## config.mk

```make
export PLATFORM = sky130hd
export DESIGN_NAME = muldiv_unit
export DESIGN_NICKNAME = d
export VERILOG_FILES = /design/src/rtl/muldiv_pkg.sv /design/src/rtl/muldiv_unit_cond_negate.sv /design/src/rtl/muldiv_unit.sv
export SDC_FILE = /design/constraint.sdc
export NUM_CORES = 1
export LEC_CHECK = 0
export ABC_AREA = 1
export BUFFER_PORTS_ARGS = -buffer_cell sky130_fd_sc_hd__buf_2
export CAP_MARGIN = 40
export CORE_ASPECT_RATIO = 2
export CORE_MARGIN = 8
export CORE_UTILIZATION = 37
export CTS_CLUSTER_DIAMETER = 50
export DETAILED_ROUTE_END_ITERATION = 16
export PLACE_DENSITY_LB_ADDON = 0.15
export SKIP_LAST_GASP = 1
export SLEW_MARGIN = 10
export SYNTH_ARGS = -nofsm -noshare
export SYNTH_HDL_FRONTEND = slang
export SYNTH_SLANG_ARGS = --single-unit
```

## constraint.sdc

```tcl
create_clock -name clock -period 3.1 [get_ports clock]
set_input_delay 0.465 -clock clock [delete_from_list [all_inputs] [get_ports clock]]
set_output_delay 0.465 -clock clock [all_outputs]
set_load 0.02 [all_outputs]
```

## src/rtl/muldiv_pkg.sv

```systemverilog
// muldiv_pkg: shared types for the iterative multiply/divide unit.
//   muldiv_op_t    - operation encoding on the op port
//   muldiv_state_t - control FSM states
//   op_is_signed / op_is_div - small decode helpers
package muldiv_pkg;

  typedef enum logic [1:0] {
    MULT  = 2'b00,
    MULTU = 2'b01,
    DIV   = 2'b10,
    DIVU  = 2'b11
  } muldiv_op_t;

  typedef enum logic [1:0] {
    IDLE  = 2'b00,
    RUN   = 2'b01,
    FIX   = 2'b10,
    ZDONE = 2'b11
  } muldiv_state_t;

  function automatic logic op_is_signed(input muldiv_op_t o);
    return (o == MULT) || (o == DIV);
  endfunction

  function automatic logic op_is_div(input muldiv_op_t o);
    return (o == DIV) || (o == DIVU);
  endfunction

endpackage

```

## src/rtl/muldiv_unit_cond_negate.sv

```systemverilog
// cond_negate: combinational conditional two's-complement negation.
//   in_i  [W-1:0] value
//   neg_i         1 = negate, 0 = pass through
//   out_o [W-1:0] neg_i ? -in_i : in_i
module cond_negate #(
  parameter int W = 32
) (
  input  logic [W-1:0] in_i,
  input  logic         neg_i,
  output logic [W-1:0] out_o
);

  assign out_o = neg_i ? (~in_i + W'(1)) : in_i;

endmodule

```

## src/rtl/muldiv_unit.sv

```systemverilog
// muldiv_unit: iterative signed/unsigned multiply and divide producing HI/LO.
//   clock    system clock, rising edge
//   reset    synchronous, active-low
//   start    operation request, sampled only in IDLE
//   op       MULT / MULTU / DIV / DIVU (muldiv_op_t encoding)
//   a, b     operands, sampled on the accept edge
//   busy     high from accept until the edge that raises done
//   done     one-cycle completion pulse
//   div_zero valid with done; set when a divide had b == 0
//   hi, lo   multiply: product upper/lower; divide: remainder/quotient
// Operands are reduced to magnitudes on accept, the unsigned core runs
// WIDTH iterations, and the sign is restored in the FIX cycle.
module muldiv_unit
  import muldiv_pkg::*;
#(
  parameter int WIDTH = 32
) (
  input  logic             clock,
  input  logic             reset,
  input  logic             start,
  input  logic [1:0]       op,
  input  logic [WIDTH-1:0] a,
  input  logic [WIDTH-1:0] b,
  output logic             busy,
  output logic             done,
  output logic             div_zero,
  output logic [WIDTH-1:0] hi,
  output logic [WIDTH-1:0] lo
);

  localparam int CNT_W = $clog2(WIDTH + 1);

  muldiv_state_t    state_q;
  muldiv_op_t       op_q;
  logic [CNT_W-1:0] cnt_q;
  // Multiplicand for multiply, divisor magnitude for divide.
  logic [WIDTH-1:0]   mcand_q;
  // Multiply: {partial product, remaining multiplier bits}.
  // Divide: lower half holds dividend bits shifting out / quotient bits in.
  logic [2*WIDTH-1:0] acc_q;
  logic [WIDTH-1:0]   rem_q;
  logic               neg_lo_q;
  logic               neg_hi_q;
  logic               busy_q;
  logic               done_q;
  logic               div_zero_q;
  logic [WIDTH-1:0]   hi_q;
  logic [WIDTH-1:0]   lo_q;

  // Operand decode and magnitudes at accept time.
  muldiv_op_t       op_in;
  logic             signed_in;
  logic             neg_a_in;
  logic             neg_b_in;
  logic [WIDTH-1:0] mag_a;
  logic [WIDTH-1:0] mag_b;

  assign op_in     = muldiv_op_t'(op);
  assign signed_in = op_is_signed(op_in);
  assign neg_a_in  = signed_in & a[WIDTH-1];
  assign neg_b_in  = signed_in & b[WIDTH-1];

  // MIN negates to itself, which read as unsigned is exactly 2^(WIDTH-1).
  cond_negate #(.W(WIDTH)) u_abs_a (.in_i(a), .neg_i(neg_a_in), .out_o(mag_a));
  cond_negate #(.W(WIDTH)) u_abs_b (.in_i(b), .neg_i(neg_b_in), .out_o(mag_b));

  // Multiply step: conditionally add multiplicand into upper half, then
  // shift the whole accumulator right, carry included.
  logic [WIDTH:0]     add_sum;
  logic [2*WIDTH-1:0] mul_acc_d;

  assign add_sum   = {1'b0, acc_q[2*WIDTH-1:WIDTH]}
                   + (acc_q[0] ? {1'b0, mcand_q} : {(WIDTH+1){1'b0}});
  assign mul_acc_d = {add_sum, acc_q[WIDTH-1:1]};

  // Restoring divide step on a WIDTH+1 bit partial remainder. The stored
  // remainder is always below the divisor, so WIDTH bits hold it between
  // steps; the extra bit only exists during the trial subtract.
  logic [WIDTH:0]     part_rem;
  logic [WIDTH:0]     diff;
  logic               fits;
  logic [WIDTH-1:0]   div_rem_d;
  logic [2*WIDTH-1:0] div_acc_d;

  assign part_rem  = {rem_q, acc_q[WIDTH-1]};
  assign diff      = part_rem - {1'b0, mcand_q};
  assign fits      = ~diff[WIDTH];
  assign div_rem_d = fits ? diff[WIDTH-1:0] : part_rem[WIDTH-1:0];
  assign div_acc_d = {acc_q[2*WIDTH-1:WIDTH], acc_q[WIDTH-2:0], fits};

  // Sign correction of the finished magnitudes.
  logic [2*WIDTH-1:0] prod_fixed;
  logic [WIDTH-1:0]   quot_fixed;
  logic [WIDTH-1:0]   rem_fixed;

  cond_negate #(.W(2*WIDTH)) u_fix_prod (
    .in_i(acc_q), .neg_i(neg_lo_q), .out_o(prod_fixed)
  );
  cond_negate #(.W(WIDTH)) u_fix_quot (
    .in_i(acc_q[WIDTH-1:0]), .neg_i(neg_lo_q), .out_o(quot_fixed)
  );
  cond_negate #(.W(WIDTH)) u_fix_rem (
    .in_i(rem_q), .neg_i(neg_hi_q), .out_o(rem_fixed)
  );

  always_ff @(posedge clock) begin
    if (!reset) begin
      state_q    <= IDLE;
      op_q       <= MULT;
      cnt_q      <= '0;
      mcand_q    <= '0;
      acc_q      <= '0;
      rem_q      <= '0;
      neg_lo_q   <= 1'b0;
      neg_hi_q   <= 1'b0;
      busy_q     <= 1'b0;
      done_q     <= 1'b0;
      div_zero_q <= 1'b0;
      hi_q       <= '0;
      lo_q       <= '0;
    end else begin
      done_q <= 1'b0;
      case (state_q)
        IDLE: begin
          if (start) begin
            op_q   <= op_in;
            cnt_q  <= CNT_W'(WIDTH);
            rem_q  <= '0;
            busy_q <= 1'b1;
            if (op_is_div(op_in)) begin
              mcand_q  <= mag_b;
              acc_q    <= {{WIDTH{1'b0}}, mag_a};
              neg_lo_q <= neg_a_in ^ neg_b_in;
              // Truncating division: remainder follows the dividend.
              neg_hi_q <= neg_a_in;
              state_q  <= (b == '0) ? ZDONE : RUN;
            end else begin
              mcand_q  <= mag_a;
              acc_q    <= {{WIDTH{1'b0}}, mag_b};
              neg_lo_q <= neg_a_in ^ neg_b_in;
              neg_hi_q <= neg_a_in ^ neg_b_in;
              state_q  <= RUN;
            end
          end
        end
        RUN: begin
          cnt_q <= cnt_q - CNT_W'(1);
          if (op_is_div(op_q)) begin
            acc_q <= div_acc_d;
            rem_q <= div_rem_d;
          end else begin
            acc_q <= mul_acc_d;
          end
          if (cnt_q == CNT_W'(1)) begin
            state_q <= FIX;
          end
        end
        FIX: begin
          if (op_is_div(op_q)) begin
            hi_q <= rem_fixed;
            lo_q <= quot_fixed;
          end else begin
            hi_q <= prod_fixed[2*WIDTH-1:WIDTH];
            lo_q <= prod_fixed[WIDTH-1:0];
          end
          div_zero_q <= 1'b0;
          done_q     <= 1'b1;
          busy_q     <= 1'b0;
          state_q    <= IDLE;
        end
        ZDONE: begin
          // hi/lo deliberately keep the previous result.
          div_zero_q <= 1'b1;
          done_q     <= 1'b1;
          busy_q     <= 1'b0;
          state_q    <= IDLE;
        end
        default: state_q <= IDLE;
      endcase
    end
  end

  assign busy     = busy_q;
  assign done     = done_q;
  assign div_zero = div_zero_q;
  assign hi       = hi_q;
  assign lo       = lo_q;

endmodule
```

==> flow_summary.toml, run 1 <==
[run_status]
status = "finished clean"

[floorplan]
row_count = 117
die_h_um = 336
initial_core_util = 0.373
core_sq_um = 50800
die_area_sq_um = 59100
chipWidth_um = 176
io_pins = 136

[detailed_routing]
wl_per_cell_um = 21.8
dr.pass1.iters = 5
drt_iter0_markers = 1441
postRouteWirelength_um = 88700
drc = 0
num_vias = 22100
postRouteAntennaNets = 0
avgViaCountPerCell = 5.44

[synth]
synth_seq_cells = 206
ys_types = 56
synth_warnings = 0
yosysTopAreaCell = "dfxtp_1"
syn_area_per_cell_sq_um = 5.75
synth.most_common_cell = "nand2_1"
synth_edf_count = 0
synth_top_area_frac = 0.218
synthTopCellsByCount = "nand2_1, inv_1, nand3_1"
syn_area_sq_um = 18900
synth_ff_type = "dfxtp_1"
ys_seq_area_frac = 0.218
syn_nets = 3435
synthTopCellsByArea = "dfxtp_1, nand2_1, nand3_1"
async_reset_ff_frac = 0
synth_cells = 3294

[critical_path]
r2r_end = "rem_q[10]"
r2r_cells = 17
regToRegStartpoint = "acc_q[31]"
worstPathArrival_ns = 3.27
r2r_setup_slack_ns = 0.26
startpoint_type = "register"
cp.required_ns = 3.53
worst_setup_path_end_kind = "register"
crit_fanout = 11
worst-setup-path-type = "reg2reg"

[sta]
setup_viol = 0
rsz0062_at_grt = "no"
tns_ns = 0
drv_slew = 0
worst_slew_pin_slew_ns = 0.857
final.period_utilization = 0.916
clock_skew_ns = 0.0320
fin_ws_ns = 0.261
hold_viol_final = 0
period_minus_slack_ns = 2.84
maxSlewHeadroom = 0.423
fmax_ghz = 0.352

[power]
switching_share = 0.428
ir_drop_uv = 447
leakagePower_nw = 10.6
p_sw_mw = 4.39
internal-power_mw = 5.87
pwr-share-clk = 0.319
pwr-share-seq = 0.312
combPwrFrac = 0.368
power_density_nw_per_um2 = 481

[clock_tree]
cts_buffers = 24
clk_pin_slew_ns = 0.07
cts.hold.buffers_added = 0
cts_max_level = 1
cts_sinks = 206
cts_root_buf = "clkbuf_16"
clk_latency_ns = 0.58
ctsResizeCount = 0
clockBufferDepth = 3
cts_tree = "built"
postCtsSetupBuffers = 0

[layout]
num-nets-final = 3539
drive_gt1_frac = 0.101
final_cells = 4071
utilization = 0.420
area_delta_synth_final_pct = 12.6
n_fill_cell = 5750

[placement]
dp_slack_ns = 0.327
gp_congestion = 1.02
io_buffer_count = 135
place_hpwl_um = 72700
place_inst = 4026

[global_routing]
antenna_found_initial = 1
grt_pass1_vias = 22200
grt_pass1_wl_um = 133000
grt_overflow = 0
grt_max_degree = 102
track_usage = 0.295

[hold_path]
worstHoldStart = "b[0]"
whs_path_depth = 3
min_to = "mcand_q[0]"
hold_path_class = "in2reg"

[run]
max_cap_violations = 0
==> critical path: stages (launching register included) <==
cell	delay, ns
dfxtp_1	0.42
inv_1	0.17
ha_1	0.25
fa_1	0.41
inv_1	0.13
nand3_1	0.12
nand2_4	0.12
nand2_2	0.07
nand2_4	0.08
nand2_2	0.06
nand2_2	0.09
nand2_4	0.07
nand2_4	0.07
nand2_2	0.06
nand2_1	0.32
nand2_1	0.09
nand3_1	0.09
a21oi_1	0.07
==> cell usage in the layout (no fill, tap or decap), types with 5 or more instances in the layout <==
cell       netlist  routed
a221oi_1        25      25
nor2_1         313     311
nand3_1        333     333
buf_4            1      60
nand2_1        940     940
o211ai_1        22      22
a31oi_1         15      15
xnor2_1         20      20
a22oi_1         14      14
o21ai_0        201     201
o21ai_1         19      19
a21oi_1        268     268
o22ai_1          5       5
and2_1           7       7
a32o_1           8       8
a21o_1           5       5
o21bai_1         9       9
buf_2           28     135
nor2_2          12      11
xor2_1          47      47
o21a_1           8       8
clkbuf_8         0       5
o31ai_1          7       7
nand2_2         15      15
nand4_1         47      47
clkbuf_16        0      24
nor3_1          32      32
dfxtp_1        206     204
inv_2           25      25
inv_1          412     412
nand2_4          7       7
nor2_4           8      11
nand3b_1        18      18
or2_2           16      16
ha_1            70      70
==> stage by stage <==
stage	cell area (sq um)	total power, mW	hold slack [ns]
floorplan	18900	5.59	0.428
global placement	20400	6.98	0.434
detailed placement	20400	6.98	0.436
CTS	21300	10.2	0.171
global route	21300	10.8	0.218
finish	21300	10.3	0.213
==> kinds of logic (layout without fill, tap and decap cells) <==
group / Yosys count / count (layout) / share of synthesized area
AND/OR/NAND/NOR: 1768 / 1768 / 0.402
AO/OA/AOI/OAI: 620 / 620 / 0.185
buffers and inverters: 561 / 683 / 0.117
flip-flops: 206 / 206 / 0.218
adder cells (fa/ha/maj): 72 / 72 / 0.0484
XOR/XNOR: 67 / 67 / 0.0310
other: 0 / 1 / 0
==> registers in the layout, indices dropped and copies added (netlist names) <==
register  flops
done          1
cnt_q         6
hi           32
div_zero      1
state_q       2
neg_hi_q      1
rem_q        32
op_q          1
lo           32
acc_q        64
neg_lo_q      1
mcand_q      32
busy          1
==> worst max path at each step <==
stage               startpoint         to  slack, ns  cells after the start
detailed placement   acc_q[31]  rem_q[29]       0.33                     18
finish               acc_q[31]  rem_q[10]       0.26                     17
CTS                  acc_q[31]  rem_q[22]       0.27                     18
global route         acc_q[31]  rem_q[22]       0.08                     18
floorplan            acc_q[31]  rem_q[13]       0.84                     16
global placement     acc_q[31]   rem_q[5]       0.33                     17
==> layout make-up <==
type | instances | area [sq um] | share of cell area
Clock buffer | 31 | 677 | 0.0318
Antenna cell | 1 | 2.50 | 0.000117
Clock inverter | 13 | 225 | 0.0106
Multi-Input combinational cell | 2527 | 12600 | 0.592
Sequential cell | 206 | 4130 | 0.194
Timing Repair Buffer | 198 | 1180 | 0.0554
Inverter | 441 | 1660 | 0.0778
Tap cell | 654 | 818 | 0.0384
==> per-layer routing <==
layer / global-route usage / vias to the layer above / wire length, um
li1: - / 11000 / -
met1: 0.296 / 10200 / 31700
met2: 0.541 / 716 / 44900
met3: 0.0321 / 242 / 3900
met4: 0.239 / 2 / 8140
met5: 0 / - / 13
==> power by group through the flow <==
stage / registers [mW] / clock network, mW / logic, mW
2_1_floorplan: 3.16 / 0 / 2.44
3_3_place_gp: 3.26 / 0 / 3.72
3_5_place_dp: 3.26 / 0 / 3.72
4_1_cts: 3.20 / 3.31 / 3.73
5_1_grt: 3.23 / 3.40 / 4.14
6_report: 3.21 / 3.27 / 3.78
Note: power is estimated with default switching activity, not from simulation.
==> run 2: changes to the inputs <==
--- a/config.mk
+++ b/config.mk
@@ -14,6 +14,7 @@
 export CTS_CLUSTER_DIAMETER = 50
 export DETAILED_ROUTE_END_ITERATION = 16
 export PLACE_DENSITY_LB_ADDON = 0.15
+export SETUP_SLACK_MARGIN = 0.3
 export SKIP_LAST_GASP = 1
 export SLEW_MARGIN = 10
 export SYNTH_ARGS = -nofsm -noshare
==> run 2 against run 1 <==
Global-route usage is essentially flat. Combinational power is essentially flat. Clock-buffer cell count is the same.
==> flow_summary.toml, run 2 (same netlist as run 1, synthesis figures left out) <==
[placement]
placed_cell_area_sq_um = 20400
gp_congestion = 1.02
dp_slack_ns = 0.327
io_buffer_count = 135
place_hpwl_um = 72700

[layout]
fin_area_sq_um = 21300
drive_gt1_frac = 0.103
layout_common_cells = "nand2_1, inv_1, nand3_1, nor2_1, a21oi_1"
area_delta_synth_final_pct = 12.7
num-nets-final = 3539
largest_register_ffs = 64
largest_register = "acc_q"
final_common_cell = "nand2_1"
utilization = 0.420

[floorplan]
chipWidth_um = 176
row_count = 117
initial_core_util = 0.373
core_sq_um = 50800
io_pins = 136
die_area_sq_um = 59100
die_h_um = 336

[global_routing]
track_usage = 0.295
grt_overflow = 0
grt_pass1_wl_um = 133000
antenna_found_initial = 1
grt_max_degree = 102
grt_pass1_vias = 22200

[detailed_routing]
num_vias = 22100
postRouteWirelength_um = 88600
avgViaCountPerCell = 5.44
wl_per_cell_um = 21.7
postRouteAntennaNets = 0
drc = 0
dr.pass1.iters = 6
drt_iter0_markers = 1481

[clock_tree]
clk_pin_slew_ns = 0.07
cts_tree = "built"
postCtsSetupBuffers = 0
cts_root_buf = "clkbuf_16"
clk_latency_ns = 0.59
cts.hold.buffers_added = 0
cts_buffers = 24
cts_max_level = 1
clockBufferDepth = 3
cts_sinks = 206

[critical_path]
cpMostUsedCell = "nor2_1"
worst_setup_path_end_kind = "register"
cp_num_buf_inv = 0
crit_fanout = 6
startpoint_type = "register"
cp.required_ns = 3.59
slowest_stage = "nor2_1"
cp_top_family = "simple AND/OR/NAND/NOR gates"
worstPathArrival_ns = 3.16
worst-setup-path-type = "reg2reg"
path_cells = "nor2_1 -> nand3_1 -> nor2_1 -> nand2_1 -> nor2_1 -> nand3_1 -> nand2_1 -> nand2_1 -> a21oi_1 -> nor2_1 -> nor2_1"
critPathMaxStageDelay_ns = 0.55

[sta]
fmax_ghz = 0.373
period_minus_slack_ns = 2.68
drv_slew = 0
final.period_utilization = 0.864
tns_ns = 0
maxSlewHeadroom = 0.461
hold_viol_final = 0
setup_viol = 0
rsz0062_at_grt = "no"
fin_ws_ns = 0.422
worst_slew_pin_slew_ns = 0.806
clock_skew_ns = 0.0341

[power]
combPwrFrac = 0.369
internal-power_mw = 5.88
pwr-share-clk = 0.318
leakagePower_nw = 10.6
pwr-share-seq = 0.313
switching_share = 0.427
p_total_mw = 10.3
p_sw_mw = 4.38
power_density_nw_per_um2 = 481
ir_drop_uv = 449

[run]
max_cap_violations = 0

[run_status]
status = "finished clean"

[hold_path]
hold_path_class = "in2reg"
## run 2: cell count changes in the layout (fill, tap and decap cells not counted), moves of 2 or more
cell / previous run / this run
inv_2: 25 / 27
nand2_1: 940 / 938
buf_6: 0 / 3
o21ai_0: 201 / 199
dfxtp_1: 204 / 201
dfxtp_2: 2 / 5
buf_4: 60 / 57
inv_1: 412 / 410
## run 2: path summary, 6_finish.rpt
check / start / to / slack [ns] / depth (start not counted)
min: b[0] / mcand_q[0] / 0.21 / 3
max reg2reg: acc_q[23] / hi[30] / 0.42 / 11
min reg2reg: lo[28] / lo[28] / 0.45 / 2
max: acc_q[23] / hi[30] / 0.42 / 11
## run 2: area by class of cell
type                            count  area (sq um)
Fill cell                        5753         29500
Multi-Input combinational cell   2527         12600
Sequential cell                   206          4130
Inverter                          441          1660
Timing Repair Buffer              198          1190
Tap cell                          654           818
Clock buffer                       31           677
Clock inverter                     13           225
Antenna cell                        2          5.00
## run 2: metrics by stage
step / hold WS [ns] / instances
4_1_cts: 0.171 / 4070
3_3_place_gp: 0.434 / 4025
6_report: 0.207 / 4072
3_5_place_dp: 0.436 / 4026
2_1_floorplan: 0.428 / 3294
5_1_grt: 0.218 / 4070
## run 2: worst min-delay path, delay by kind of cell
family	cells	cell delay (ns)
AO/OA/AOI/OAI	1	0.06
buffers and inverters	1	0.14
AND/OR/NAND/NOR	1	0.07
## run 2: power by group through the flow
stage               sequential (mW)  combinational, mW  clock [mW]
floorplan                      3.16               2.44           0
global placement               3.26               3.72           0
detailed placement             3.26               3.72           0
CTS                            3.20               3.73        3.31
global route                   3.23               4.15        3.40
finish                         3.21               3.79        3.27
## run 2: repair_timing
action                                  CTS  global route
gates resized for setup                   3            13
endpoints found under the setup margin   23            52
endpoints found under the hold margin     0             0
## run 2: metal layers
layer	share of wire	vias to the layer above	routed length, um	GRT usage
met5	0.00015	-	13	0
met4	0.097	2	8550	0.239
met2	0.50	685	44500	0.540
met1	0.36	10200	31700	0.296
met3	0.043	256	3830	0.0318
li1	-	11000	-	-
==> run 3: changes to the inputs <==
--- a/config.mk
+++ b/config.mk
@@ -8,7 +8,7 @@
 export ABC_AREA = 1
 export BUFFER_PORTS_ARGS = -buffer_cell sky130_fd_sc_hd__buf_2
 export CAP_MARGIN = 40
-export CORE_ASPECT_RATIO = 2
+export CORE_ASPECT_RATIO = 1.75
 export CORE_MARGIN = 8
 export CORE_UTILIZATION = 37
 export CTS_CLUSTER_DIAMETER = 50
==> run 3 against run 2 <==
Wire length up 1.6%. Critical path depth up 2. Die area down 0.26%. Via count up 2.0%. Critical path type unchanged. Largest cell class unchanged.
==> flow_summary.toml, run 3 (same netlist as run 1, synthesis figures left out) <==
[sta]
maxSlewHeadroom = 0.407
hold_viol_final = 0
drv_slew = 0
rsz0062_at_grt = "no"
worst_slew_pin_slew_ns = 0.889
period_minus_slack_ns = 2.65
holdWs_ns = 0.245
setup_viol = 0
clock_skew_ns = 0.0255
fmax_ghz = 0.377
final.period_utilization = 0.855
tns_ns = 0

[clock_tree]
cts_max_level = 1
postCtsSetupBuffers = 0
clk_latency_ns = 0.57
clk_pin_slew_ns = 0.06
cts_buffers = 27
cts_tree = "built"
clockBufferDepth = 3
cts_sinks = 206
cts_root_buf = "clkbuf_16"

[power]
internal-power_mw = 5.88
p_sw_mw = 4.43
switching_share = 0.430
leakagePower_nw = 10.6
pwr-share-seq = 0.308
power_density_nw_per_um2 = 482
ir_drop_uv = 366
combPwrFrac = 0.372
pwr-share-clk = 0.320

[critical_path]
cp_top_family = "simple AND/OR/NAND/NOR gates"
worst-setup-path-type = "reg2reg"
cp_num_buf_inv = 2
cp_num_cells = 13
critPathMaxStageDelay_ns = 0.47
worstPathArrival_ns = 3.06
startpoint_type = "register"
cpMostUsedCell = "nand2_1"
worst_setup_path_end_kind = "register"
slowest_stage = "dfxtp_1"
r2r_cells = 13
crit_fanout = 5
path_cells = "inv_1 -> ha_1 -> nand2_1 -> nor2_1 -> inv_1 -> nor2_1 -> nand4_1 -> nand3_1 -> nand2_1 -> nand2_1 -> nand2_1 -> nand3_1 -> a21oi_1"
cp.required_ns = 3.50

[detailed_routing]
drc = 0
postRouteWirelength_um = 90000
avgViaCountPerCell = 5.53
num_vias = 22600
dr.pass1.iters = 6
wl_per_cell_um = 22.1
postRouteAntennaNets = 0
drt_iter0_markers = 1769

[placement]
place_hpwl_um = 73800
gp_congestion = 0.996
io_buffer_count = 135
place_inst = 4031
placed_cell_area_sq_um = 20400

[run_status]
status = "finished clean"

[global_routing]
antenna_found_initial = 0
grt_max_degree = 102
track_usage = 0.295
grt_pass1_wl_um = 134000
grt_pass1_vias = 22200
grt_overflow = 0

[floorplan]
row_count = 109
initial_core_util = 0.374
die_area_sq_um = 59000
chipWidth_um = 187
io_pins = 136
core_sq_um = 50600
die_h_um = 315

[layout]
n_antenna_cell = 0
num-nets-final = 3536
largest_register = "acc_q"
fin_area_sq_um = 21400
drive_gt1_frac = 0.102
area_delta_synth_final_pct = 13.0
final_cells = 4080
final_common_cell = "nand2_1"
layout_common_cells = "nand2_1, inv_1, nand3_1, nor2_1, a21oi_1"
largest_register_ffs = 64

[hold_path]
whs_path_depth = 3
hold_path_class = "in2reg"

[run]
max_cap_violations = 0
[run 3: cell count changes in the layout (fill, tap and decap cells not counted), sizes merged]
| cell | previous run | this run |
|---|---|---|
| clkbuf | 31 | 33 |
| clkinvlp | 2 | 1 |
| inv | 438 | 443 |
| nand2 | 962 | 963 |
| buf | 198 | 191 |
| bufinv | 4 | 2 |
| diode | 2 | 0 |
[run 3: what timing repair did]
item	4_1_cts	5_1_grt
pin swaps	0	1
resized for setup	3	20
gates cloned	0	1
hold buffers	0	0
setup endpoints to repair	22	51
[run 3: routing by layer]
metal,up-vias,global-route usage,wire length [um]
met5,-,0,0
met4,0,0.198,6730
met3,233,0.0262,4200
met2,792,0.554,45900
met1,10600,0.310,33200
li1,11000,-,-
[run 3: power groups by stage]
stage | combinational [mW] | sequential (mW) | clock (mW)
after floorplan | 2.44 | 3.16 | 0
after global placement | 3.74 | 3.22 | 0
after detailed placement | 3.75 | 3.22 | 0
after CTS | 3.76 | 3.17 | 3.35
after global routing | 4.18 | 3.20 | 3.44
final | 3.83 | 3.18 | 3.30
[run 3: cell type report]
type | count | area [sq um]
clock buffers | 33 | 738
fillers | 5617 | 29200
repair buffers | 191 | 1160
flip-flops and latches | 206 | 4130
inverters | 441 | 1660
multi-input cells | 2528 | 12700
clock inverters | 15 | 189
well taps | 666 | 833
[run 3: path summary, 6_finish.rpt]
| path | start | endpoint | slack (ns) |
|---|---|---|---|
| worst min register to register | lo[23] | lo[23] | 0.45 |
| worst min-delay path | a[0] | mcand_q[0] | 0.24 |
| worst max-delay path | mcand_q[16] | rem_q[17] | 0.45 |
| worst max register to register | mcand_q[16] | rem_q[17] | 0.45 |
[run 3: worst register-to-register path, cell delays in order, from the launching register on]
cell	delay [ns]
dfxtp_1	0.47
inv_1	0.21
ha_1	0.42
nand2_1	0.16
nor2_1	0.21
inv_1	0.06
nor2_1	0.21
nand4_1	0.21
nand3_1	0.15
nand2_1	0.05
nand2_1	0.12
nand2_1	0.07
nand3_1	0.07
a21oi_1	0.07
[run 3: through the flow]
stage / total power [mW] / util / setup slack, ns
2_1_floorplan: 5.59 / - / 0.838
3_3_place_gp: 6.96 / 0.402 / 0.315
3_5_place_dp: 6.98 / 0.403 / 0.275
4_1_cts: 10.3 / 0.421 / 0.356
5_1_grt: 10.8 / 0.423 / 0.311
6_report: 10.3 / 0.423 / 0.448
